**config.mk**
```make
export PLATFORM = sky130hd
export DESIGN_NAME = edit_mem_buf_req_arb_flat
export DESIGN_NICKNAME = d
export VERILOG_FILES = /design/src/rtl/edit_mem_buf_req_arb_pkg.sv /design/src/rtl/edit_mem_buf_req_arb_if.sv /design/src/rtl/edit_mem_buf_req_arb_rr_arb.sv /design/src/rtl/sfifo2f_fo.sv /design/src/rtl/edit_mem_buf_req_arb.sv /design/src/flat_wrapper.sv
export SDC_FILE = /design/constraint.sdc
export NUM_CORES = 1
export LEC_CHECK = 0
export CORE_ASPECT_RATIO = 0.5
export CORE_UTILIZATION = 50
export DETAILED_ROUTE_END_ITERATION = 12
export PLACE_DENSITY = 0.95
export SETUP_SLACK_MARGIN = 0.4
export SYNTH_ARGS = -nofsm -noshare
export SYNTH_HDL_FRONTEND = slang
export SYNTH_SLANG_ARGS = --single-unit
```
**constraint.sdc**
```tcl
create_clock -name i_clk -period 6.6 [get_ports i_clk]
set_input_delay 1.32 -clock i_clk [delete_from_list [all_inputs] [get_ports i_clk]]
set_output_delay 1.32 -clock i_clk [all_outputs]
set_load 0.1 [all_outputs]
```
**src/rtl/edit_mem_buf_req_arb_pkg.sv**
```systemverilog
// rtl/edit_mem_buf_req_arb_pkg.sv - shared edit-mem constants and requester tag type
// Contents:
//   EM_BUF_PTR_NBITS  default buffer pointer width
//   EM_LL_ACK_LAT     cycles from buf_req to buf_ack_valid in the linked list
//   em_tag_t          requester tag, sized for the largest supported NREQ (8)
//   em_tag_onehot     tag -> one-hot requester select
package edit_mem_buf_req_arb_pkg;
    localparam int EM_BUF_PTR_NBITS = 8;
    localparam int EM_LL_ACK_LAT    = 4;
    localparam int EM_TAG_NBITS_MAX = 3;

    typedef logic [EM_TAG_NBITS_MAX-1:0] em_tag_t;

    function automatic logic [7:0] em_tag_onehot(input em_tag_t tag);
        return 8'd1 << tag;
    endfunction
endpackage

```
**src/rtl/edit_mem_buf_req_arb_if.sv**
```systemverilog
// rtl/edit_mem_buf_req_arb_if.sv - requester/linked-list lookup bus of the buf_req arbiter
// Signals:
//   req_valid/req_ptr/req_ready       requester lookup handshake (one-hot ready)
//   ack_valid/ack_ptr                 next pointer routed back to the issuing requester
//   buf_req/buf_req_ptr               lookup strobe towards the linked list
//   buf_ack_valid/buf_ack_ptr         lookup return from the linked list
//   rc_pending                        read-count walker has work
//   err_unexp_ack                     sticky unexpected-ack flag
// Modports: slave = arbiter, master = requesters + linked list side.
interface edit_mem_buf_req_arb_if
    import edit_mem_buf_req_arb_pkg::*;
#(
    parameter int NREQ       = 4,
    parameter int BPTR_NBITS = EM_BUF_PTR_NBITS
);
    logic [NREQ-1:0]            req_valid;
    logic [NREQ*BPTR_NBITS-1:0] req_ptr;
    logic [NREQ-1:0]            req_ready;
    logic [NREQ-1:0]            ack_valid;
    logic [BPTR_NBITS-1:0]      ack_ptr;
    logic                       buf_req;
    logic [BPTR_NBITS-1:0]      buf_req_ptr;
    logic                       buf_ack_valid;
    logic [BPTR_NBITS-1:0]      buf_ack_ptr;
    logic                       rc_pending;
    logic                       err_unexp_ack;

    modport slave (
        input  req_valid, req_ptr, buf_ack_valid, buf_ack_ptr, rc_pending,
        output req_ready, ack_valid, ack_ptr, buf_req, buf_req_ptr, err_unexp_ack
    );

    modport master (
        output req_valid, req_ptr, buf_ack_valid, buf_ack_ptr, rc_pending,
        input  req_ready, ack_valid, ack_ptr, buf_req, buf_req_ptr, err_unexp_ack
    );
endinterface

```
**src/rtl/edit_mem_buf_req_arb_rr_arb.sv**
```systemverilog
// rtl/edit_mem_buf_req_arb_rr_arb.sv - generic NREQ round-robin picker (module em_rr_arb)
// Ports:
//   i_clk, i_rst   clock, synchronous active-high reset (rr_ptr <- 0)
//   i_req          request vector
//   i_en           grant enable; no grant and rr_ptr holds when low
//   o_gnt          one-hot grant, first set i_req bit searching up from rr_ptr
//   o_idx          index of the picked requester
module em_rr_arb #(
    parameter int NREQ  = 4,
    parameter int IDX_W = $clog2(NREQ)
) (
    input  logic             i_clk,
    input  logic             i_rst,
    input  logic [NREQ-1:0]  i_req,
    input  logic             i_en,
    output logic [NREQ-1:0]  o_gnt,
    output logic [IDX_W-1:0] o_idx
);
    logic [IDX_W-1:0] r_rr_ptr;
    logic [IDX_W-1:0] w_pick_idx;
    logic [IDX_W-1:0] w_cand;
    logic             w_found;
    logic             w_grant;

    // Modular add that also works for non power-of-two NREQ.
    function automatic logic [IDX_W-1:0] wrap_add(input logic [IDX_W-1:0] base, input int k);
        int j;
        j = int'(base) + k;
        if (j >= NREQ) j = j - NREQ;
        return IDX_W'(j);
    endfunction

    always_comb begin
        w_found    = 1'b0;
        w_pick_idx = '0;
        w_cand     = '0;
        for (int k = 0; k < NREQ; k++) begin
            w_cand = wrap_add(r_rr_ptr, k);
            if (!w_found && i_req[w_cand]) begin
                w_found    = 1'b1;
                w_pick_idx = w_cand;
            end
        end
    end

    assign w_grant = i_en && w_found;
    assign o_gnt   = w_grant ? (NREQ'(1) << w_pick_idx) : '0;
    assign o_idx   = w_pick_idx;

    always_ff @(posedge i_clk) begin
        if (i_rst) begin
            r_rr_ptr <= '0;
        end else if (w_grant) begin
            r_rr_ptr <= wrap_add(w_pick_idx, 1);
        end
    end
endmodule

```
**src/rtl/sfifo2f_fo.sv**
```systemverilog
// rtl/sfifo2f_fo.sv - synchronous show-ahead FIFO (head word always on o_data)
// Ports:
//   i_clk, i_rst      clock, synchronous active-high reset (empties the FIFO)
//   i_push, i_data    write; ignored when full
//   i_pop             read; ignored when empty
//   o_data            current head entry (valid when !o_empty)
//   o_empty, o_full   occupancy flags
module sfifo2f_fo #(
    parameter int WIDTH = 2,
    parameter int DEPTH = 8
) (
    input  logic             i_clk,
    input  logic             i_rst,
    input  logic             i_push,
    input  logic [WIDTH-1:0] i_data,
    input  logic             i_pop,
    output logic [WIDTH-1:0] o_data,
    output logic             o_empty,
    output logic             o_full
);
    localparam int AW = (DEPTH > 1) ? $clog2(DEPTH) : 1;
    localparam int CW = $clog2(DEPTH + 1);

    logic [WIDTH-1:0] r_mem [DEPTH];
    logic [AW-1:0]    r_wr_ptr;
    logic [AW-1:0]    r_rd_ptr;
    logic [CW-1:0]    r_count;
    logic             w_do_push;
    logic             w_do_pop;

    assign o_empty   = (r_count == '0);
    assign o_full    = (r_count == CW'(DEPTH));
    assign w_do_push = i_push && !o_full;
    assign w_do_pop  = i_pop && !o_empty;
    assign o_data    = r_mem[r_rd_ptr];

    function automatic logic [AW-1:0] ptr_inc(input logic [AW-1:0] p);
        return (p == AW'(DEPTH - 1)) ? '0 : p + AW'(1);
    endfunction

    always_ff @(posedge i_clk) begin
        if (w_do_push) begin
            r_mem[r_wr_ptr] <= i_data;
        end
    end

    always_ff @(posedge i_clk) begin
        if (i_rst) begin
            r_wr_ptr <= '0;
            r_rd_ptr <= '0;
            r_count  <= '0;
        end else begin
            if (w_do_push) r_wr_ptr <= ptr_inc(r_wr_ptr);
            if (w_do_pop)  r_rd_ptr <= ptr_inc(r_rd_ptr);
            case ({w_do_push, w_do_pop})
                2'b10:   r_count <= r_count + CW'(1);
                2'b01:   r_count <= r_count - CW'(1);
                default: r_count <= r_count;
            endcase
        end
    end
endmodule

```
**src/rtl/edit_mem_buf_req_arb.sv**
```systemverilog
// rtl/edit_mem_buf_req_arb.sv - round-robin sharing of the linked-list next-pointer lookup port
// Ports:
//   i_clk, i_rst   clock, synchronous active-high reset
//   bus            edit_mem_buf_req_arb_if.slave (requesters + linked-list lookup port)
// Optional feature (macro EM_LL_RC_GAP_EN): after RC_GAP consecutive grants with
// rc_pending high, one grant-free cycle lets the read-count walker advance.
module edit_mem_buf_req_arb
    import edit_mem_buf_req_arb_pkg::*;
#(
    parameter int NREQ       = 4,
    parameter int BPTR_NBITS = EM_BUF_PTR_NBITS,
    parameter int MAX_OUT    = 6,
    parameter int TAG_DEPTH  = 8,
    parameter int RC_GAP     = 8
) (
    input  logic                   i_clk,
    input  logic                   i_rst,
    edit_mem_buf_req_arb_if.slave  bus
);
    localparam int TAG_W = $clog2(NREQ);
    localparam int OUT_W = $clog2(MAX_OUT + 1);

    logic [OUT_W-1:0]      r_outstanding;
    logic                  r_buf_req;
    logic [BPTR_NBITS-1:0] r_buf_req_ptr;
    logic [NREQ-1:0]       r_ack_valid;
    logic [BPTR_NBITS-1:0] r_ack_ptr;
    logic                  r_err_unexp_ack;

    logic                  w_gate_open;
    logic                  w_credit_ok;
    logic [NREQ-1:0]       w_gnt;
    logic [TAG_W-1:0]      w_gnt_idx;
    logic                  w_grant;
    logic [BPTR_NBITS-1:0] w_sel_ptr;
    logic [TAG_W-1:0]      w_tag;
    logic                  w_tag_empty;
    logic                  w_tag_full_unused;
    logic                  w_pop;
    logic [NREQ-1:0]       w_ack_onehot;

    // Only the registered count is checked, so an ack arriving this cycle
    // cannot be spent on a grant until the next cycle.
    assign w_credit_ok = (r_outstanding < OUT_W'(MAX_OUT));

    em_rr_arb #(
        .NREQ  (NREQ),
        .IDX_W (TAG_W)
    ) u_rr_arb (
        .i_clk (i_clk),
        .i_rst (i_rst),
        .i_req (bus.req_valid),
        .i_en  (w_credit_ok && w_gate_open),
        .o_gnt (w_gnt),
        .o_idx (w_gnt_idx)
    );

    assign w_grant   = |w_gnt;
    assign w_sel_ptr = bus.req_ptr[w_gnt_idx*BPTR_NBITS +: BPTR_NBITS];

    // The credit limit keeps the tag FIFO from overflowing (TAG_DEPTH >= MAX_OUT).
    sfifo2f_fo #(
        .WIDTH (TAG_W),
        .DEPTH (TAG_DEPTH)
    ) u_tag_fifo (
        .i_clk   (i_clk),
        .i_rst   (i_rst),
        .i_push  (w_grant),
        .i_data  (w_gnt_idx),
        .i_pop   (w_pop),
        .o_data  (w_tag),
        .o_empty (w_tag_empty),
        .o_full  (w_tag_full_unused)
    );

    // Acks with no tag to pair are dropped; this keeps outstanding from underflowing.
    assign w_pop        = bus.buf_ack_valid && !w_tag_empty;
    assign w_ack_onehot = NREQ'(em_tag_onehot(em_tag_t'(w_tag)));

`ifdef EM_LL_RC_GAP_EN
    localparam int GAP_W = $clog2(RC_GAP + 1);

    logic [GAP_W-1:0] r_gap_cnt;

    assign w_gate_open = (r_gap_cnt != GAP_W'(RC_GAP));

    // A closed gate forces a grant-free cycle, which clears the count.
    always_ff @(posedge i_clk) begin
        if (i_rst) begin
            r_gap_cnt <= '0;
        end else if (w_grant && bus.rc_pending) begin
            r_gap_cnt <= r_gap_cnt + GAP_W'(1);
        end else begin
            r_gap_cnt <= '0;
        end
    end
`else
    localparam int w_unused_rc_gap = RC_GAP;
    logic w_unused_rc_pending;

    assign w_gate_open         = 1'b1;
    assign w_unused_rc_pending = bus.rc_pending;
`endif

    always_ff @(posedge i_clk) begin
        if (i_rst) begin
            r_outstanding   <= '0;
            r_buf_req       <= 1'b0;
            r_buf_req_ptr   <= '0;
            r_ack_valid     <= '0;
            r_ack_ptr       <= '0;
            r_err_unexp_ack <= 1'b0;
        end else begin
            r_buf_req   <= w_grant;
            r_ack_valid <= w_pop ? w_ack_onehot : '0;
            if (w_grant) r_buf_req_ptr <= w_sel_ptr;
            if (w_pop)   r_ack_ptr     <= bus.buf_ack_ptr;
            if (bus.buf_ack_valid && w_tag_empty) r_err_unexp_ack <= 1'b1;
            case ({w_grant, w_pop})
                2'b10:   r_outstanding <= r_outstanding + OUT_W'(1);
                2'b01:   r_outstanding <= r_outstanding - OUT_W'(1);
                default: r_outstanding <= r_outstanding;
            endcase
        end
    end

    assign bus.req_ready     = w_gnt;
    assign bus.buf_req       = r_buf_req;
    assign bus.buf_req_ptr   = r_buf_req_ptr;
    assign bus.ack_valid     = r_ack_valid;
    assign bus.ack_ptr       = r_ack_ptr;
    assign bus.err_unexp_ack = r_err_unexp_ack;
endmodule

```
**src/flat_wrapper.sv**
```systemverilog
// flat-port wrapper written by rule: the top's interface ports become plain ports
module edit_mem_buf_req_arb_flat import edit_mem_buf_req_arb_pkg::*;
#(
    parameter int NREQ       = 4,
    parameter int BPTR_NBITS = EM_BUF_PTR_NBITS,
    parameter int MAX_OUT    = 6,
    parameter int TAG_DEPTH  = 8,
    parameter int RC_GAP     = 8
)
  (i_clk, i_rst, bus_req_valid, bus_req_ptr, bus_buf_ack_valid, bus_buf_ack_ptr, bus_rc_pending, bus_req_ready, bus_ack_valid, bus_ack_ptr, bus_buf_req, bus_buf_req_ptr, bus_err_unexp_ack);
  edit_mem_buf_req_arb_if #(.NREQ(NREQ), .BPTR_NBITS(BPTR_NBITS)) bus_i ();
  input  logic i_clk;
  input  logic i_rst;
  input wire logic [$bits(bus_i.req_valid)-1:0] bus_req_valid;
  input wire logic [$bits(bus_i.req_ptr)-1:0] bus_req_ptr;
  input wire logic [$bits(bus_i.buf_ack_valid)-1:0] bus_buf_ack_valid;
  input wire logic [$bits(bus_i.buf_ack_ptr)-1:0] bus_buf_ack_ptr;
  input wire logic [$bits(bus_i.rc_pending)-1:0] bus_rc_pending;
  output wire logic [$bits(bus_i.req_ready)-1:0] bus_req_ready;
  output wire logic [$bits(bus_i.ack_valid)-1:0] bus_ack_valid;
  output wire logic [$bits(bus_i.ack_ptr)-1:0] bus_ack_ptr;
  output wire logic [$bits(bus_i.buf_req)-1:0] bus_buf_req;
  output wire logic [$bits(bus_i.buf_req_ptr)-1:0] bus_buf_req_ptr;
  output wire logic [$bits(bus_i.err_unexp_ack)-1:0] bus_err_unexp_ack;
  assign bus_i.req_valid = bus_req_valid;
  assign bus_i.req_ptr = bus_req_ptr;
  assign bus_i.buf_ack_valid = bus_buf_ack_valid;
  assign bus_i.buf_ack_ptr = bus_buf_ack_ptr;
  assign bus_i.rc_pending = bus_rc_pending;
  assign bus_req_ready = bus_i.req_ready;
  assign bus_ack_valid = bus_i.ack_valid;
  assign bus_ack_ptr = bus_i.ack_ptr;
  assign bus_buf_req = bus_i.buf_req;
  assign bus_buf_req_ptr = bus_i.buf_req_ptr;
  assign bus_err_unexp_ack = bus_i.err_unexp_ack;
  edit_mem_buf_req_arb #(.NREQ(NREQ), .BPTR_NBITS(BPTR_NBITS), .MAX_OUT(MAX_OUT), .TAG_DEPTH(TAG_DEPTH), .RC_GAP(RC_GAP)) u_core (.i_clk(i_clk), .i_rst(i_rst), .bus(bus_i));
endmodule
```
==> out/qor.csv <==
stage,metric,value,unit
final_layout,register area,1280,µm²
yosys,synth top area cells,"dfxtp_1, edfxtp_1, nand2_1",
critical_path,"reg-to-reg slack, setup",3430,ps
grt,initial antenna violation count,0,
critical_path,R2R depth,10,
power_and_ir_drop,Max VDD drop,0.168,mV
power_and_ir_drop,Comb pwr share,46.3,%
die,Die X,105,µm
sta,clock skew,6.11,ps
critical_path,WS Path Type,in -> out,
sta,relative max-transition margin,33.8,%
critical_path,critical path arrival,3620,ps
power_and_ir_drop,leakage power total,0.00129,µW
yosys,mux share of post-synthesis cell area,7.55,%
yosys,Synth Instances,260,
sta,worst slew pin tran,990,ps
grt,Total GRT Usage,22.8,%
grt,gr ovfl total,0,
grt,first-pass GRT wire length,9780,µm
job,max cap viols,0,
detailed_routing,DR iter-0 viols,88,
die,Die Ht,53.5,µm
yosys,top-area cell type share of the netlist area,30.2,%
clock_network,Clock Pin Slew Worst Setup and Hold Paths,100,ps
yosys,#FFs+latches synth,56,
clock_network,cts bufs inserted,5,
placed_design,HPWL Detailed,4630,µm
detailed_routing,routed len/inst,15.7,µm
detailed_routing,DRC,0,
yosys,"area leader, netlist",dfxtp_1,
detailed_routing,Initial DRT Pass Iterations,4,
yosys,mapped cell area,2650,µm²
placed_design,gpl congestion,0.714,
power_and_ir_drop,Sequential Power Share,38.6,%
detailed_routing,DR vias/cell,5.67,
yosys,XOR/XNOR share of the synthesized area,1.98,%
clock_network,CTS H-tree depth,2,
sta,# setup viols final,0,
power_and_ir_drop,NetSw,560,µW
detailed_routing,"antenna viol nets, final",0,
sta,final setup TNS,0,ps
placed_design,Buffers on Ports,72,
clock_network,clk root buf,clkbuf_8,
yosys,Compound-Gate Fraction of Synth Area,14.8,%
yosys,"Net Count, Synth",317,
power_and_ir_drop,Pwr Density,358,nW/µm²
power_and_ir_drop,sw frac,45.1,%
final_layout,Layout Nets,385,
clock_network,worst skew pair latency,310,ps
yosys,"Avg Cell Area, Syn",10.2,µm²
clock_network,CTS Hold Buffers Added,0,
yosys,Post-synth ARST share,0,%
power_and_ir_drop,Power Internal,682,µW
run_status,outcome,"complete, no violations",
clock_network,clk buf depth,2,
clock_network,postcts setup bufs,0,
yosys,Synth Area in Simple Gates,17.4,%
sta,RSZ-0062 raised after global routing,no,
clock_network,CTS tree,built,
clock_network,CTS sink count,56,
sta,final period utilization,74.9,%
sta,crit path time final,4940,ps
sta,Hold WS,457,ps
grt,largest net degree at the start of global routing,29,
power_and_ir_drop,Clock Power Share,15.2,%
clock_network,PostCTS Resize Cnt,0,
worst_hold_path,worst min path class,reg -> reg,
yosys,Yosys cell types,42,
yosys,Adder-Cell Fraction of Synth Area,4.53,%
detailed_routing,via count,2261,
final_layout,synthesis-to-finish area growth,30.8,%
sta,Fin. Hold Viols,0,
final_layout,fill cell count,382,
yosys,largest family of logic cells by synthesized area,simple AND/OR/NAND/NOR gates,
die,die area,5610,µm²
grt,vias in the first global route,2185,
yosys,Synth Flop Type,dfxtp_1,
final_layout,layout cells sized above 1,7.60,%
yosys,synth warn,0,
critical_path,CP endpoint kind,output pin,
sta,Max Slew Vio Count,0,
worst_hold_path,Hold Path Cell Cnt,2,
critical_path,CP Launch Type,input port,
yosys,"EDFF count, synth",16,
detailed_routing,Total Wirelength,6270,µm
final_layout,diode count,0,
final_layout,multi-input logic area,1220,µm²
die,row count,18,
die,Core Area,5000,µm²
sta,Fmax,0.202,GHz
critical_path,Required @ worst endpoint,5280,ps
yosys,sequential area share after synthesis,48.3,%
die,initial core utilization,53.0,%
die,I/O pin count,74,
critical_path,Crit Path Max Fanout,9,
registers in the layout, indices dropped and copies added, names as in the netlist, named ones only:
name                        flops
u_core.bus.ack_ptr              8
u_core.bus.ack_valid            4
u_core.bus.buf_req              1
u_core.bus.buf_req_ptr          8
u_core.bus.err_unexp_ack        1
u_core.r_outstanding            3
u_core.u_rr_arb.r_rr_ptr        2
u_core.u_tag_fifo.r_count       4
u_core.u_tag_fifo.r_mem        16
u_core.u_tag_fifo.r_rd_ptr      3
u_core.u_tag_fifo.r_wr_ptr      3
power groups by stage:
stage | clock (µW) | combinational (µW) | sequential, µW
detailed placement | 0 | 571 | 485
global route | 201 | 611 | 486
global placement | 0 | 551 | 478
floorplan | 0 | 265 | 652
CTS | 189 | 575 | 478
finish | 189 | 574 | 479
worst max-delay path, cell delays in order:
cell and delay [ps]:
clkdlybuf4s50_1 490, a21oi_1 180, o221a_2 340, and2_1 160, clkdlybuf4s50_1 1130
metal layers:
layer,wire (µm),up-vias,track usage (%),part of all wire (%)
li1,-,1067,-,-
met1,2610,1109,24.6,42
met2,3350,67,45.8,53
met3,204,18,4.19,3.3
met4,105,0,8.92,1.7
met5,0,-,0,0
layout by cell type (no fill, tap or decap), types with 5 or more instances in the layout:
cell type / netlist / layout
nand2_1: 31 / 31
buf_4: 0 / 5
mux2i_1: 11 / 11
a221oi_1: 8 / 8
ha_1: 8 / 8
o22ai_1: 8 / 8
xor2_1: 6 / 6
clkdlybuf4s50_1: 0 / 69
nor2_1: 17 / 17
o21ai_0: 13 / 13
a21oi_1: 18 / 18
dfxtp_1: 40 / 40
edfxtp_1: 16 / 16
nor3_1: 5 / 5
nand2b_1: 11 / 11
inv_1: 8 / 8
clkbuf_8: 0 / 5
path summary, 6_finish.rpt:
| kind | from | end |
|---|---|---|
| worst min register to register | u_core.bus.ack_ptr[7] | u_core.bus.ack_ptr[7] |
| worst max-delay path | bus_req_valid[0] | bus_req_ready[3] |
| worst max register to register | u_core.u_tag_fifo.r_count[0] | u_core.u_tag_fifo.r_count[2] |
| worst min-delay path | u_core.bus.ack_ptr[7] | u_core.bus.ack_ptr[7] |
cell families (layout without fill, tap and decap cells):
| family | after synthesis | after routing |
|---|---|---|
| AOI/OAI and AO/OA | 60 | 60 |
| xor gates and xnor gates | 6 | 6 |
| adders and majority gates | 9 | 9 |
| buffers and inverters | 23 | 92 |
| DFF | 56 | 56 |
| muxes | 15 | 15 |
| and+or+nand+nor | 91 | 91 |
per-stage QoR:
stage	total power, µW	area (µm²)	cells	worst slack [ps]	util [%]
after CTS	1240	3470	399	1670	69.3
final	1240	3470	399	1660	69.3
after global routing	1300	3470	399	1540	69.3
after global placement	1030	3380	391	1710	67.5
after detailed placement	1060	3380	391	1670	67.5
after floorplan	917	2650	260	915	-
cell usage after synthesis (2+ instances only):
library cell	number
dfxtp_1	40
nand2_1	31
a21oi_1	18
nor2_1	17
edfxtp_1	16
o21ai_0	13
mux2i_1	11
nand2b_1	11
a221oi_1	8
ha_1	8
inv_1	8
o22ai_1	8
xor2_1	6
buf_2	5
nor3_1	5
a21oi_2	4
clkbuf_1	4
mux4_2	4
nor2b_1	4
a211oi_1	3
and3_1	3
buf_6	3
nand3b_1	3
nor4_1	3
or3_1	3
and2_1	2
nor3b_1	2
nor4b_1	2
or2b_1	2
cell type report:
type	count	area share, %
clock inverter	2	0.469
inverter	10	1.59
multi-input combinational	181	35.3
sequential	56	37.0
clock buffer	6	2.09
tap	70	2.53
timing repair buffer	74	21.0
No activity file was read; power rests on OpenSTA's default activity.
